[src/rtl/bus_arb.sv]
// CPU/DMA memory bus arbiter: the CPU owns the bus by default; DMA steals bounded bursts
// while RDY pauses the CPU, followed by one cycle that re-issues the paused CPU read.
module bus_arb #(
    parameter int MAX_BURST = 8,
    parameter int MIN_CPU   = 2
) (
    input  logic        clk,
    input  logic        RST,
    input  logic [15:0] cpu_AD,
    input  logic [7:0]  cpu_DO,
    input  logic        cpu_WE,
    output logic        RDY,
    input  logic        dma_req,
    input  logic [15:0] dma_AD,
    input  logic [7:0]  dma_DO,
    input  logic        dma_WE,
    output logic        dma_gnt,
    output logic        dma_rvalid,
    output logic [7:0]  dma_DI,
    output logic [15:0] AD,
    output logic [7:0]  DO,
    output logic        WE,
    input  logic [7:0]  DI
);
    typedef enum logic [1:0] {
        S_CPU    = 2'd0,
        S_DMA    = 2'd1,
        S_RESUME = 2'd2
    } state_t;

    localparam logic [7:0] C_MAX_BURST = 8'(MAX_BURST);
    localparam logic [7:0] C_MIN_CPU   = 8'(MIN_CPU);

    state_t     r_state;
    state_t     w_state_next;
    logic [7:0] r_beat;
    logic [7:0] w_beat_next;
    logic [7:0] r_holdoff;
    logic [7:0] w_holdoff_next;
    logic       r_rvalid;
    logic       w_rd_beat;

    always_ff @(posedge clk or posedge RST) begin
        if (RST) begin
            r_state   <= S_CPU;
            r_beat    <= 8'd0;
            r_holdoff <= 8'd0;
            r_rvalid  <= 1'b0;
        end else begin
            r_state   <= w_state_next;
            r_beat    <= w_beat_next;
            r_holdoff <= w_holdoff_next;
            r_rvalid  <= w_rd_beat;
        end
    end

    // Read data for a DMA read beat arrives one cycle later, hence the registered valid.
    assign w_rd_beat  = (r_state == S_DMA) && dma_req && !dma_WE;
    assign dma_rvalid = r_rvalid;
    assign dma_DI     = DI;

    always_comb begin
        AD             = cpu_AD;
        DO             = cpu_DO;
        WE             = cpu_WE;
        RDY            = 1'b1;
        dma_gnt        = 1'b0;
        w_state_next   = r_state;
        w_beat_next    = r_beat;
        w_holdoff_next = r_holdoff;
        case (r_state)
            S_CPU: begin
                if (r_holdoff != 8'd0) begin
                    w_holdoff_next = r_holdoff - 8'd1;
                end
                // Never pause the CPU in a write cycle, or the write would be lost.
                if (dma_req && !cpu_WE && (r_holdoff == 8'd0)) begin
                    w_state_next = S_DMA;
                    w_beat_next  = 8'd0;
                end
            end
            S_DMA: begin
                AD      = dma_AD;
                DO      = dma_DO;
                WE      = dma_WE & dma_req;
                RDY     = 1'b0;
                dma_gnt = 1'b1;
                if (dma_req) begin
                    w_beat_next = r_beat + 8'd1;
                    if ((r_beat + 8'd1) == C_MAX_BURST) begin
                        w_state_next = S_RESUME;
                    end
                end else begin
                    w_state_next = S_RESUME;
                end
            end
            S_RESUME: begin
                // Re-issue the paused CPU read so DI is valid when RDY returns high.
                WE             = 1'b0;
                RDY            = 1'b0;
                w_state_next   = S_CPU;
                w_holdoff_next = C_MIN_CPU;
            end
            default: begin
                w_state_next = S_CPU;
            end
        endcase
    end
endmodule
[config.mk]
export PLATFORM = sky130hd
export DESIGN_NAME = bus_arb
export DESIGN_NICKNAME = d
export VERILOG_FILES = /design/src/rtl/bus_arb.sv
export SDC_FILE = /design/constraint.sdc
export NUM_CORES = 1
export LEC_CHECK = 0
export BUFFER_PORTS_ARGS = -buffer_cell sky130_fd_sc_hd__buf_2
export CAP_MARGIN = 10
export CORE_ASPECT_RATIO = 0.8
export CORE_MARGIN = 2
export CORE_UTILIZATION = 47
export DETAILED_ROUTE_END_ITERATION = 10
export GPL_TIMING_DRIVEN = 1
export PLACE_DENSITY_LB_ADDON = 0.12
export SYNTH_ARGS = -nofsm -noshare
export SYNTH_HDL_FRONTEND = slang
export SYNTH_SLANG_ARGS = --single-unit
[constraint.sdc]
create_clock -name clk -period 5.3 [get_ports clk]
set_input_delay 0.795 -clock clk [delete_from_list [all_inputs] [get_ports clk]]
set_output_delay 0.795 -clock clk [all_outputs]
set_load 0.01 [all_outputs]
After elaboration in Yosys (flattened, before gate mapping)
Cells that the tools add are included.
{"block": "classes", "n_bitwise": 1, "eq_ne": 7, "n_reduce_logical": 15, "n_addsub": 2, "muxes": 14}
{"operator": "2-to-1 mux 8 bit", "count": 4}
{"operator": "case mux 8 bit (2 select lines)", "count": 2}
{"operator": "2-to-1 mux 16 bit", "count": 1}
{"operator": "adder 8 x 1 -> 8 bit, second input constant", "count": 1}
{"operator": "== test 8 x 4 -> 1 bit, second input constant", "count": 1}
{"operator": "zero test 8 bit", "count": 1}
{"operator": "nonzero test 8 bit", "count": 1}
{"operator": "subtractor 8 x 1 -> 8 bit, second input constant", "count": 1}
{"operator": "2-to-1 mux 2 bit", "count": 3}
{"operator": "!= test 2 bit, second input constant", "count": 3}
{"operator": "logical AND 1 bit", "count": 4}
{"operator": "case mux 2 bit (2 select lines)", "count": 1}
{"operator": "AND reduction 2 bit", "count": 2}
{"operator": "nonzero test 2 bit", "count": 2}
{"operator": "!= test 3 x 2 -> 1 bit, second input constant", "count": 1}
{"operator": "AND reduction 3 bit", "count": 1}
{"operator": "== test 2 x 1 -> 1 bit, second input constant", "count": 1}
{"operator": "== test 2 bit, second input constant", "count": 1}
{"operator": "zero test 1 bit", "count": 2}
{"operator": "zero test 2 bit", "count": 1}
{"operator": "2-to-1 mux 1 bit", "count": 2}
{"operator": "case mux 1 bit (2 select lines)", "count": 1}
{"operator": "OR reduction 2 bit", "count": 1}
{"operator": "bitwise AND 1 bit", "count": 1}
{"block": "word_totals", "ff_bits": 19, "out_inout_bits": 36, "input_bits": 61, "elab_cells": 43}

Longest topological paths before layout
Gate-level depths: netlist of the first run.
{"block": "logic_depth", "word_depth": 5, "mapped_depth": 7, "ltp_nobuf": 7}

Worst setup path after synthesis of the first run
OpenSTA, ideal clock, no wires.
{"block": "synth_path", "path_type": "reg2out", "startpoint": "reg r_state[1]", "endpoint": "out AD[0]", "setup_slack_ps": 2763, "n_path_buf": 2, "arrival_ps": 1742, "required_ps": 4505, "stages_incl_launch_ff": 6, "cell_sequence": "dfrtp_1 inv_1 ha_1 clkbuf_1 buf_1 mux2_2"}
{"block": "synth_between", "elab_chain_len": 2}
{"item": "from (decl)", "line_no": "34", "source": "state_t r_state;"}
{"item": "from (signal assigned)", "line_no": "50", "source": "r_state <= w_state_next;"}
{"item": "== test 2 x 1 -> 1 bit", "line_no": "71", "source": "case (r_state)"}
{"item": "2-to-1 mux 16 bit", "line_no": "71"}
{"item": "to (decl)", "line_no": "20", "source": "output logic [15:0] AD,"}
Every way passes these cells.

Worst setup path in the final report of the first run
{"block": "layout_path", "startpoint": "reg r_state[1]", "endpoint": "out WE"}
{"block": "layout_between", "elab_chain_len": 2, "elab_cells_between_ends": 3, "cone_classes": "eq/ne (2); mux (1)"}
{"item": "== test 2 bit or == test 2 x 1 -> 1 bit (tied branches)", "line_no": "71"}
{"item": "case mux 1 bit (2 select lines) *", "line_no": "71"}
{"item": "to (decl)", "line_no": "22", "source": "output logic WE,"}
Every way passes the cells marked *; elsewhere a longest branch is shown, timed or not.

==> results of run 1 <==
synth_stat cells (4+ instances only):
cell / number
dfrtp_1: 19
mux2_2: 24
nand2_1: 13
xor2_1: 7
o21ai_0: 6
a31oi_1: 4
inv_1: 11
buf_4: 8
ha_1: 8
nand3_1: 7
nor2_1: 15
nand4_1: 7
per-layer routing:
metal | global-route usage, % | up-vias
met1 | 27.5 | 702
met5 | 0 | -
met4 | 4.20 | 0
li1 | - | 760
met2 | 29.1 | 28
met3 | 5.39 | 6
final cells by class:
class / instances / area (sq um) / share of cell area, %
well taps: 42 / 52.6 / 2.60
clock buffers: 3 / 41.3 / 2.05
repair buffers: 80 / 400 / 19.8
clock inverters: 1 / 5.00 / 0.248
inverters: 11 / 41.3 / 2.05
multi-input cells: 131 / 1000 / 49.7
flip-flops and latches: 19 / 475 / 23.6
cell families (layout without fill, tap and decap cells):
group,after synthesis,in the layout,share of synthesized area [%]
and+or+nand+nor,59,59,19.9
AOI/OAI and AO/OA,30,30,13.5
muxes,27,27,18.6
buffers and inverters,26,95,8.59
DFF,19,19,29.4
adders and majority gates,8,8,6.19
xor gates and xnor gates,7,7,3.79
final timing paths:
path                                       endpoint  depth (start not counted)
setup / recovery                                 WE                          5
hold / removal                r_beat[6]$_DFFE_PP0P_                          1
setup reg to reg              r_beat[5]$_DFFE_PP0P_                          6
hold reg to reg               r_beat[6]$_DFFE_PP0P_                          1
max in group asynchronous  r_holdoff[7]$_DFFE_PP0P_                          2
min in group asynchronous  r_holdoff[5]$_DFFE_PP0P_                          2
critical path, stage by stage, from the launching register on:
cell       delay [ns]
dfrtp_1          0.40
inv_1            0.12
ha_1             0.93
nand2_1          0.41
o2bb2ai_1        0.23
buf_2            0.15
power breakdown:
group | internal [uW] | leakage, uW | switching (uW)
registers | 191 | 0.000248 | 64.6
logic | 257 | 0.000720 | 290
clock network | 52.4 | 0.0000255 | 51.0
sequential cells by signal, indices dropped and copies added (netlist names):
| name | flops |
|---|---|
| dma_rvalid | 1 |
| r_beat | 8 |
| r_holdoff | 8 |
| r_state | 2 |
stage by stage:
| stage | area, sq um | hold slack [ns] |
|---|---|---|
| after CTS | 2020 | 0.531 |
| final | 2020 | 0.535 |
| after detailed placement | 1970 | 0.519 |
| after global routing | 2020 | 0.556 |
| after global placement | 1970 | 0.512 |
| after floorplan | 1620 | 0.479 |
==> metrics.md, run 1 <==
| Metric | Value |
|---|---|
| Status | `finished clean` |
| Final core utilization | `about 60%` |
| DP HPWL | `2.83 mm` |
| Worst vdd ir | `between 0.0003 and 0.0004 V` |
| Crit path capture type | `output port` |
| Post-Syn Nets | `245` |
| I/O Pins | `between 90 and 100` |
| Hold Fails Final Rpt | `0` |
| Yosys top cell by area | `dfrtp_1` |
| ANT cells | `0` |
| Final antenna-violating net count | `0` |
| RSZ-0062 raised after global routing | `false` |
| Metal-1 WL | `roughly 1.8 mm` |
| Post-synth top flop | `dfrtp_1` |
| Met2 routed WL | `between 1.5 and 2 mm` |
| Hold path start | `r_beat[6]$_DFFE_PP0P_` |
| Setup CP Type | `flop to output port` |
| Nets | `315` |
| GRT Total Usage | `19.3%` |
| Total power | `between 900 and 1000 uW` |
| Worst slew margin | `24.1%` |
| Mapped Area | `0.00162 sq mm` |
| Worst-Skew Late Latency | `between 0.2 and 0.3 ns` |
| Vias in the first global route | `approximately 1300` |
| Fillcell total | `297` |
| Post-synth EDFFs | `0` |
| Fin crit share | `around 62%` |
| Via count | `approximately 1500` |
| P_leak | `0.000993 uW` |
| Layout cell share with drive strength beyond 1 | `between 40 and 50%` |
| Pins Over Slew Limit | `0` |
| Antenna violations before repair | `0` |
| Post-CTS Resized | `0` |
| Power Density | `449 mW/mm^2` |
| Cell total after placement | `around 280` |
| Max_cap viols | `0` |
| Synth Register Bits | `19` |
| Via/cell ratio | `5.21` |
| Syn-to-layout area delta | `24.8%` |
| Register area share after synthesis | `about 29%` |
| Die width | `69.6 um` |
| Cts-stage hold buffer count | `0` |
| Post-synthesis instance total | `176` |
| Hold Crit Class | `flop to flop` |
| Ys Warns | `0` |
| Clock-pin slew of the registers on the worst-case setup and hold paths | `~0.080 ns` |
| Final Setup Violations | `0` |
| Area share of the largest cell type after synthesis | `29.4%` |
| DRT iter0 DRCs | `103` |
| Post-Route WL | `roughly 3.7 mm` |
| Max Root-Sink Buffers | `2` |
| CTS H-tree lvls | `1` |
| WL/cell | `12.9 um` |
| Worst path arrival time | `2.51 ns` |
| Largest net degree at the start of global routing | `29` |
| Worst flop-to-flop path startpoint | `r_state[1]$_DFFE_PP0P_` |
| Dpl ws | `2.28 ns` |
| Average instance area after synthesis | `9.18 sq um` |
| Commonest non-fill, non-tap cell in the layout | `buf_2` |
| Pre-antenna DRT Iters | `4` |
| Residual DRC | `0` |
| CTS Buf Count | `3` |
| Minimum clock period | `about 3.3 ns` |
| Port bufs | `80` |
| Core area | `roughly 0.0034 sq mm` |
| Pin slew with the least headroom to its limit | `1.14 ns` |
| Non-Filler Instances | `around 290` |
| Clock Skews | `a little over 0.01 ns` |
| GPL Wtd Cong | `0.824` |
| Unique masters post-synth | `45` |
| Post-CTS setup buffers | `0` |
| Wire length on met3 | `159 um` |
| Initial Utilization | `48.2%` |
| Setup WS post-layout | `2.00 ns` |
| Clk sinks | `19` |
| Die footprint | `0.00393 sq mm` |
| Most frequent cells in the layout | `80 x buf_2, 24 x mux2_2, 19 x dfrtp_1` |
| Setup TNS | `0 ns` |
| Rows | `19` |
| CP Max Fanout | `28` |
| Chip Height | `56.5 um` |
| Fmax | `303 MHz` |
| Root Driver | `clkbuf_8` |
| Worst setup SP type | `flop` |
| FFs w/ async S/R, synth | `100%` |
| Top area cells in the synthesized netlist | `dfrtp_1 29%, mux2_2 17%, ha_1 6.2%` |
| Crit path required time | `4.51 ns` |
| CTS tree | `built` |
| Grt ovf | `0` |
| Setup crit start | `r_state[1]$_DFFE_PP0P_` |
| Reg2reg setup slack | `2.69 ns` |
| First-pass GRT wire length | `about 6 mm` |
| Highest Signal Layer | `met4` |
No activity file was read; power rests on OpenSTA's default activity.
==> inputs of run 2 (changes only) <==
Settings changed: CORE_UTILIZATION 47 to 39.
Clock period 5.3 ns to 2.8 ns, I/O delays scaled along.
==> run 2 against run 1 <==
Compared with the run above: total power rose by 90%; clock skew is 0.0066 ns lower; clock-buffer cell count unchanged; flip-flop and latch count is the same; clock power rose by 91%; routed wire length grew 5.0%; core utilization down 7.6 points; critical path depth unchanged; die area is 19% higher; cell count increased by 4.9%; non-clock buffer count is 1 higher; sequential power grew 89%.
==> metrics.md, run 2 (synthesis results as in run 1) <==
| Metric | Value |
|---|---|
| Post-Route WL | `about 3.9 mm` |
| Clock share of power | `approximately 12%` |
| Final antenna-violating net count | `0` |
| Minimum clock period | `2.42 ns` |
| Cell area after layout | `0.00204 sq mm` |
| Total power | `1720 uW` |
| Most frequent cells in the layout | `80 x buf_2, 24 x mux2_2, 19 x dfrtp_1` |
| Root Driver | `clkbuf_8` |
| Clock-pin slew of the registers on the worst-case setup and hold paths | `0.08 ns` |
| Worst vdd ir | `~0.00043 V` |
| Syn-to-layout area delta | `26.3%` |
| Largest net degree at the start of global routing | `21` |
| Via count | `approximately 1500` |
| Via/cell ratio | `4.92` |
| DP HPWL | `3.13 mm` |
| Worst slew margin | `approximately half` |
| Setup CP Type | `flop to output port` |
| Die width | `76.0 um` |
| Pre-antenna DRT Iters | `4` |
| GRT Total Usage | `approximately 16%` |
| Crit path required time | `2.38 ns` |
| Max Root-Sink Buffers | `2` |
| ANT cells | `0` |
| CTS H-tree lvls | `1` |
| Cts-stage hold buffer count | `0` |
| Post-CTS Resized | `0` |
| Chip Height | `slightly above 60 um` |
| Core area | `0.00388 sq mm` |
| Final Setup Violations | `0` |
| Pins Over Slew Limit | `0` |
| CP peak stage delay | `0.40 ns` |
| Setup WS post-layout | `0.384 ns` |
| Registers with the most flip-flops | `r_beat x8, r_holdoff x8, r_state x2` |
| Port bufs | `80` |
| Residual DRC | `0` |
| Switching power | `768 uW` |
| Post-placement cell area | `0.00200 sq mm` |
| Comb pwr share | `60.4%` |
| Initial Utilization | `41.7%` |
| Dpl ws | `0.675 ns` |
| Hold Crit Class | `input pin to asynchronous set/reset pin` |
| Worst Path Buf+Inv | `3` |
| Power Density | `843 mW/mm^2` |
| DRT iter0 DRCs | `69` |
| Rows | `20` |
| Commonest non-fill, non-tap cell in the layout | `buf_2` |
| Die footprint | `0.00468 sq mm` |
| Layout cell share with drive strength beyond 1 | `around 49%` |
| R2R depth | `6` |
| CP Max Fanout | `20` |
| Antenna violations before repair | `0` |
| Hold Fails Final Rpt | `0` |
| Setup TNS | `0 ns` |
| WL/cell | `12.9 um` |
| Top cell family by delay on the critical path | `buffers and inverters` |
| Status | `finished clean` |
| CTS tree | `built` |
| Grt ovf | `0` |
| Worst setup SP type | `flop` |
| Worst-Skew Late Latency | `0.26 ns` |
| CTS Buf Count | `3` |
| Fin crit share | `86.3%` |
| Worst path cell trace | `inv_1 > ha_1 > buf_4 > mux2_2 > buf_2` |
| Clock Skews | `0.00376 ns` |
| Fmax | `414 MHz` |
| Clk sinks | `19` |
| Pin slew with the least headroom to its limit | `between 0.7 and 0.8 ns` |
| Crit path capture type | `output port` |
| Slowest cell on crit path | `dfrtp_1` |
| GPL Wtd Cong | `slightly below 0.8` |
| Worst path arrival time | `2.00 ns` |
| Stages on the worst setup path | `5` |
| Internal Power | `952 uW` |
| Nets | `316` |
| RSZ-0062 raised after global routing | `false` |
| I/O Pins | `97` |
| Vias in the first global route | `1341` |
| Max_cap viols | `0` |
| First-pass GRT wire length | `6.03 mm` |
| Fillcell total | `348` |
| Net switching share of the total power | `44.6%` |
| Sequential group share of total power | `28.1%` |
| P_leak | `0.000998 uW` |
| Post-CTS setup buffers | `0` |
[run 2: changes by cell type in the layout (fill, tap and decap cells not counted)]
cell / before / now
buf_4: 0 / 1
[run 2: path summary, 6_finish.rpt]
| path | from | end | slack [ns] |
|---|---|---|---|
| worst max-delay path | r_state[1]$_DFFE_PP0P_ | AD[8] | 0.38 |
| worst min-delay path | RST | r_holdoff[5]$_DFFE_PP0P_ | 0.28 |
| worst max register to register | r_beat[0]$_DFFE_PP0P_ | r_state[1]$_DFFE_PP0P_ | 0.76 |
| worst min register to register | r_beat[5]$_DFFE_PP0P_ | r_beat[5]$_DFFE_PP0P_ | 0.54 |
| max in group asynchronous | RST | r_holdoff[1]$_DFFE_PP0P_ | 2.06 |
| min in group clk | dma_WE | dma_rvalid$_DFF_PP0_ | 0.32 |
[run 2: layout make-up]
class / instances / area [sq um] / area share (%)
sequential: 19 / 475 / 23.3
clock buffer: 3 / 41.3 / 2.02
clock inverter: 1 / 5.00 / 0.245
inverter: 11 / 41.3 / 2.02
timing repair buffer: 81 / 408 / 20.0
multi-input combinational: 131 / 1000 / 49.1
tap: 55 / 68.8 / 3.37
[run 2: through the flow]
step / instances / utilization [%] / hold slack, ns
after floorplan: 176 / - / 0.371
after global placement: 297 / 51.5 / 0.525
after detailed placement: 297 / 51.5 / 0.519
after CTS: 301 / 52.6 / 0.308
after global routing: 301 / 52.6 / 0.318
final: 301 / 52.6 / 0.277
[run 2: per-layer routing]
layer | up-vias | GRT usage, % | wire (um)
met5 | - | 0 | 0
met4 | 0 | 3.90 | 42
met3 | 9 | 3.81 | 261
li1 | 757 | - | -
met1 | 658 | 21.5 | 1810
met2 | 57 | 26.5 | 1780
[run 2: power by group through the flow]
stage / Clock [uW] / Sequential, uW / Combinational [uW]
global placement: 0 / 487 / 1050
global route: 220 / 499 / 1150
CTS: 207 / 481 / 1050
detailed placement: 0 / 482 / 1040
finish: 197 / 483 / 1040
floorplan: 0 / 449 / 799
[run 2: worst reg2reg max path: stages (launching register included)]
cell	delay (ns)
dfrtp_1	0.47
ha_1	0.37
a31o_2	0.29
a21boi_0	0.19
o2111ai_1	0.22
a31o_2	0.27
a31oi_1	0.16
